$ cat config.mk
export PLATFORM = sky130hd
export DESIGN_NAME = mem_arbiter
export DESIGN_NICKNAME = d
export VERILOG_FILES = /design/src/rtl/mem_arb_pkg.sv /design/src/rtl/rr_arbiter2.sv /design/src/rtl/mem_arbiter.sv
export SDC_FILE = /design/constraint.sdc
export NUM_CORES = 1
export LEC_CHECK = 0
export ABC_CLOCK_PERIOD_IN_PS = 1900
export BUFFER_PORTS_ARGS = -buffer_cell sky130_fd_sc_hd__buf_2
export CAP_MARGIN = 5
export CORE_MARGIN = 2
export CORE_UTILIZATION = 44
export DETAILED_ROUTE_END_ITERATION = 8
export PLACE_DENSITY_LB_ADDON = 0.1
export SLEW_MARGIN = 20
export SYNTH_ARGS = -nofsm -noshare
export SYNTH_HDL_FRONTEND = slang
export SYNTH_HIERARCHICAL = 1
export SYNTH_SLANG_ARGS = --single-unit
$ cat constraint.sdc
create_clock -name clk -period 1.9 [get_ports clk]
set_clock_uncertainty 0.05 [all_clocks]
set_input_delay 0.38 -clock clk [delete_from_list [all_inputs] [get_ports clk]]
set_output_delay 0.38 -clock clk [all_outputs]
set_load 0.01 [all_outputs]
$ cat src/rtl/mem_arb_pkg.sv
// Shared types and constants for the two-port memory arbiter.
package mem_arb_pkg;

    localparam int AW_DEF = 4;
    localparam int DW_DEF = 8;

    localparam logic PORT_FETCH = 1'b0;
    localparam logic PORT_DATA  = 1'b1;

    typedef enum logic [1:0] {
        IDLE  = 2'd0,
        ISSUE = 2'd1,
        WAIT  = 2'd2
    } state_t;

endpackage

$ cat src/rtl/rr_arbiter2.sv
// Two-way round-robin picker: on a tie, the port not granted last wins.
module rr_arbiter2
    import mem_arb_pkg::*;
(
    input  logic req0,
    input  logic req1,
    input  logic last,
    output logic gnt_idx,
    output logic gnt_vld
);

    always_comb begin
        gnt_vld = req0 | req1;
        gnt_idx = PORT_FETCH;
        if (req0 && req1)
            gnt_idx = ~last;
        else if (req1)
            gnt_idx = PORT_DATA;
    end

endmodule

$ cat src/rtl/mem_arbiter.sv
// Arbitrates an instruction-fetch port and a data port onto one synchronous
// memory: IDLE arbitrates, ISSUE drives the strobe, WAIT captures read data.
module mem_arbiter
    import mem_arb_pkg::*;
#(
    parameter int AW = AW_DEF,
    parameter int DW = DW_DEF
) (
    input  logic          clk,
    input  logic          rst_n,
    input  logic          req0,
    input  logic          req1,
    input  logic          we0,
    input  logic          we1,
    input  logic [AW-1:0] addr0,
    input  logic [AW-1:0] addr1,
    input  logic [DW-1:0] wdata0,
    input  logic [DW-1:0] wdata1,
    output logic          gnt0,
    output logic          gnt1,
    output logic          rvalid0,
    output logic          rvalid1,
    output logic [DW-1:0] rdata,
    output logic          busy,
    output logic [AW-1:0] mem_address,
    output logic          mem_read,
    output logic          mem_write,
    output logic [DW-1:0] mem_data_in,
    input  logic [DW-1:0] mem_data_out
);

    state_t        state_q, state_d;
    logic          last_q;
    logic          port_q;
    logic          we_q;
    logic [AW-1:0] addr_q;
    logic [DW-1:0] wdata_q;
    logic          pick;
    logic          pick_vld;

    rr_arbiter2 u_rr (
        .req0    (req0),
        .req1    (req1),
        .last    (last_q),
        .gnt_idx (pick),
        .gnt_vld (pick_vld)
    );

    assign mem_address = addr_q;
    assign mem_data_in = wdata_q;

    always_comb begin
        state_d   = state_q;
        gnt0      = 1'b0;
        gnt1      = 1'b0;
        mem_read  = 1'b0;
        mem_write = 1'b0;
        busy      = (state_q != IDLE);
        case (state_q)
            IDLE: begin
                if (pick_vld)
                    state_d = ISSUE;
            end
            ISSUE: begin
                gnt0      = (port_q == PORT_FETCH);
                gnt1      = (port_q == PORT_DATA);
                mem_write = we_q;
                mem_read  = ~we_q;
                state_d   = we_q ? IDLE : WAIT;
            end
            WAIT:    state_d = IDLE;
            default: state_d = IDLE;
        endcase
    end

    always_ff @(posedge clk or negedge rst_n) begin
        if (!rst_n) begin
            state_q <= IDLE;
            last_q  <= PORT_DATA;
            port_q  <= PORT_FETCH;
            we_q    <= 1'b0;
            addr_q  <= '0;
            wdata_q <= '0;
            rdata   <= '0;
            rvalid0 <= 1'b0;
            rvalid1 <= 1'b0;
        end else begin
            state_q <= state_d;
            // rvalid marks the IDLE cycle right after WAIT, when rdata is fresh
            rvalid0 <= (state_q == WAIT) && (port_q == PORT_FETCH);
            rvalid1 <= (state_q == WAIT) && (port_q == PORT_DATA);
            if (state_q == IDLE && pick_vld) begin
                last_q  <= pick;
                port_q  <= pick;
                we_q    <= pick ? we1 : we0;
                addr_q  <= pick ? addr1 : addr0;
                wdata_q <= pick ? wdata1 : wdata0;
            end
            if (state_q == WAIT)
                rdata <= mem_data_out;
        end
    end

endmodule

==> results.txt <==
----------------------------------------------------
[Outcome]
  Result of the run ... finished, final reports clean

[Synthesis]
  Post-Syn Area ... 1250 um2
  Dominant cells by area after synthesis ... sky130_fd_sc_hd__dfrtp_1 (52%), sky130_fd_sc_hd__mux2_2 (23%), sky130_fd_sc_hd__mux2_4 (11%), sky130_fd_sc_hd__dfstp_2 (2.1%), sky130_fd_sc_hd__nor2_1 (2.1%)
  Post-Synthesis Net Count ... 120
  YS warnings ... 6
  Flip-flop and latch count after synthesis ... 27
  Number of distinct standard cells referenced by the synthesized netlist ... 16
  Post-synthesis cell type with the largest combined area ... sky130_fd_sc_hd__dfrtp_1
  Proportion of netlist area held by the largest area contributor ... 0.522
  Post-Syn Instances ... 82
  Share of synthesized area occupied by flip-flops and latches ... 0.543
  Mean instance size in the synthesized netlist ... 15.2 um2

[CTS]
  Total CTS buffers ... 3
  Clk_lat worst skew ... 0.31 ns
  Clock-pin slew on the worst setup and hold paths ... 0.14 ns
  Number of H-tree levels ... 1
  Largest buffer count on any clock path ... 2
  Number of clock sinks ... 27
  Buffer type at the clock tree root ... sky130_fd_sc_hd__clkbuf_4
  TritonCTS clock tree ... yes

[Min path]
  Worst hold path class ... in -> reg

[Finish]
  Area of all placed cells without fillers ... 1630 um2
  Area of the multi-input gates ... 515 um2
  Filler cells ... 260
  Utilization after layout ... 0.596
  Sequential cell area ... 677 um2
  Area grow syn2layout ... 30.7%
  Share of layout cells above drive strength 1 ... 0.713
  ANT cells ... 0
  Nets ... 189
  Number of standard cells in the layout, taps in and fillers out ... 181

[Drt]
  Post-route antenna net violation count ... 0
  Final Routed Wirelength ... roughly 2.3 mm
  DRC violation count after routing ... 0
  Wire per inst ... 12.9 um
  Detailed-router iteration count before antenna repair ... 4
  Vias after detailed routing ... 880
  Average via count per standard cell ... 4.86
  Starting DRT DRC Count ... 12

[STA]
  Max Slew Vio Count ... 0
  Unrepaired setup endpoints after global routing ... false
  Maximum clock frequency ... 572 MHz
  Final-report hold violation count ... 0
  Measured slew at the worst slew-check pin ... 0.585 ns
  Max-Slew Margin vs Limit ... 0.610
  Number of setup violations in the final report ... 0
  Clock period minus final worst setup slack ... 1.75 ns
  Total negative slack for setup checks ... 0 ns
  Share of the cycle needed by the critical path after routing ... 0.920

[Worst setup path]
  Type of the setup path with the least slack ... reg -> out
  Data required time at the worst endpoint ... 1.47 ns
  Setup crit end kind ... primary output
  Crit-path max FO ... 5
  Data arrival time of the critical path ... roughly 1.3 ns
  Kind of start point of the critical path ... flip-flop

[Placement]
  HPWL reported at the end of detailed placement ... 1.80 mm
  Number of I/O port buffers ... 64
  Placed cell area ... 1590 um2
  Placer congestion estimate ... 0.649
  Number of instances in the placed design ... 176

[Power]
  Peak supply drop ... 962 uV
  Leakage power figure ... between 0.8 and 0.9 nW
  PD cells ... 1540 nW/um2

[Global routing]
  Largest net degree at the start of global routing ... 28
  Initial antenna violation count ... 0
  Via count of the first global-routing pass ... 849
  GRT Overall Usage ... 0.151
  First-pass GRT wire length ... 3.81 mm
  Grt ovf ... 0

[Floorplanning]
  Site Rows ... 19
  Starting density of the core ... 0.456
  Core Region ... 2730 um2
  Width of the die ... 57.2 um
  Die Footprint ... 3280 um2
  Top-level port count ... 65
  Die boundary height ... 57.2 um

[Job]
  Count of max-cap constraint violations ... 0

----------------------------------------------------
==> cells in the mapped netlist (all sizes together) <==
cell type and count:
mux2 34, a21boi 1, dfstp 1, dfrtp 26, inv 2, nand2b 1
buf 4, nor2 7, nor3b 1, mux2i 2, or2 2, or2b 1
==> state kept, by name, indices dropped and copies added, names as in the netlist <==
| name | cells |
|---|---|
| mem_data_in | 8 |
| we_q | 1 |
| rdata | 8 |
| state_q | 2 |
| rvalid1 | 1 |
| last_q | 1 |
| mem_address | 4 |
| rvalid0 | 1 |
| port_q | 1 |
==> critical path: stages (launching register included) <==
cell and delay [ns]:
sky130_fd_sc_hd__dfrtp_1 0.44, sky130_fd_sc_hd__or2b_1 0.30, sky130_fd_sc_hd__nor2_1 0.12, sky130_fd_sc_hd__buf_2 0.14
==> per-stage QoR <==
stage                     total power, mW  setup WS (ns)  hold slack [ns]
final                                2.52          0.153            0.233
after global routing                 2.70         0.0599            0.209
after CTS                            2.56          0.148            0.221
after detailed placement             2.31          0.268            0.365
after global placement               2.26          0.290            0.365
after floorplan                      1.88          0.350           0.0344
==> power breakdown <==
part           total [mW]  internal [mW]  switching, mW
clock network       0.241         0.0821          0.159
registers            1.02          0.864          0.155
logic                1.26          0.717          0.538
==> repair_timing <==
item / in CTS / in global routing
resized for setup: 0 / 0
hold buffers: 1 / 0
buffers inserted: 0 / 0
hold endpoints to repair: 14 / 0
==> worst paths after layout <==
| check | from | end | slack [ns] | cells after the start |
|---|---|---|---|---|
| max | state_q[1] | gnt0 | 0.15 | 3 |
| min | mem_data_out[7] | rdata[7] | 0.23 | 2 |
| max reg2reg | last_q | mem_data_in[1] | 0.38 | 4 |
| min reg2reg | we_q | state_q[1] | 0.45 | 1 |
| max in group asynchronous | rst_n | last_q | 0.89 | 2 |
| min in group asynchronous | rst_n | rdata[7] | 0.53 | 2 |
==> cells in the final DEF (no fill, tap or decap), drive strengths merged <==
| cell type | Yosys | layout |
|---|---|---|
| a21boi | 1 | 1 |
| nor2 | 7 | 7 |
| nand2b | 1 | 1 |
| inv | 2 | 2 |
| mux2i | 2 | 2 |
| dfstp | 1 | 1 |
| or2 | 2 | 2 |
| nor3b | 1 | 1 |
| clkbuf | 0 | 4 |
| dlygate4sd3 | 0 | 1 |
| buf | 4 | 67 |
| dfrtp | 26 | 26 |
| mux2 | 34 | 34 |
| or2b | 1 | 1 |
==> routing by layer <==
metal  GRT usage  share of wire  vias up
met5           0              0        -
met4      0.0598         0.0073        0
met3      0.0340          0.074        2
met2       0.248           0.50       36
met1       0.196           0.42      427
li1            -              -      415
==> cells by family (layout without fill, tap and decap cells) <==
logic type,Yosys count,after routing,synth area share
AOI/OAI and AO/OA,1,1,0.00602
and+or+nand+nor,12,12,0.0572
muxes,36,36,0.350
buffers and inverters,6,74,0.0441
DFF,27,27,0.543
==> area by class of cell <==
class | count | share of cell area
Clock buffer | 4 | 0.0161
Timing Repair Buffer | 68 | 0.224
Multi-Input combinational cell | 49 | 0.316
Sequential cell | 27 | 0.415
Inverter | 2 | 0.00460
Tap cell | 31 | 0.0238
No activity file was read; power rests on OpenSTA's default activity.
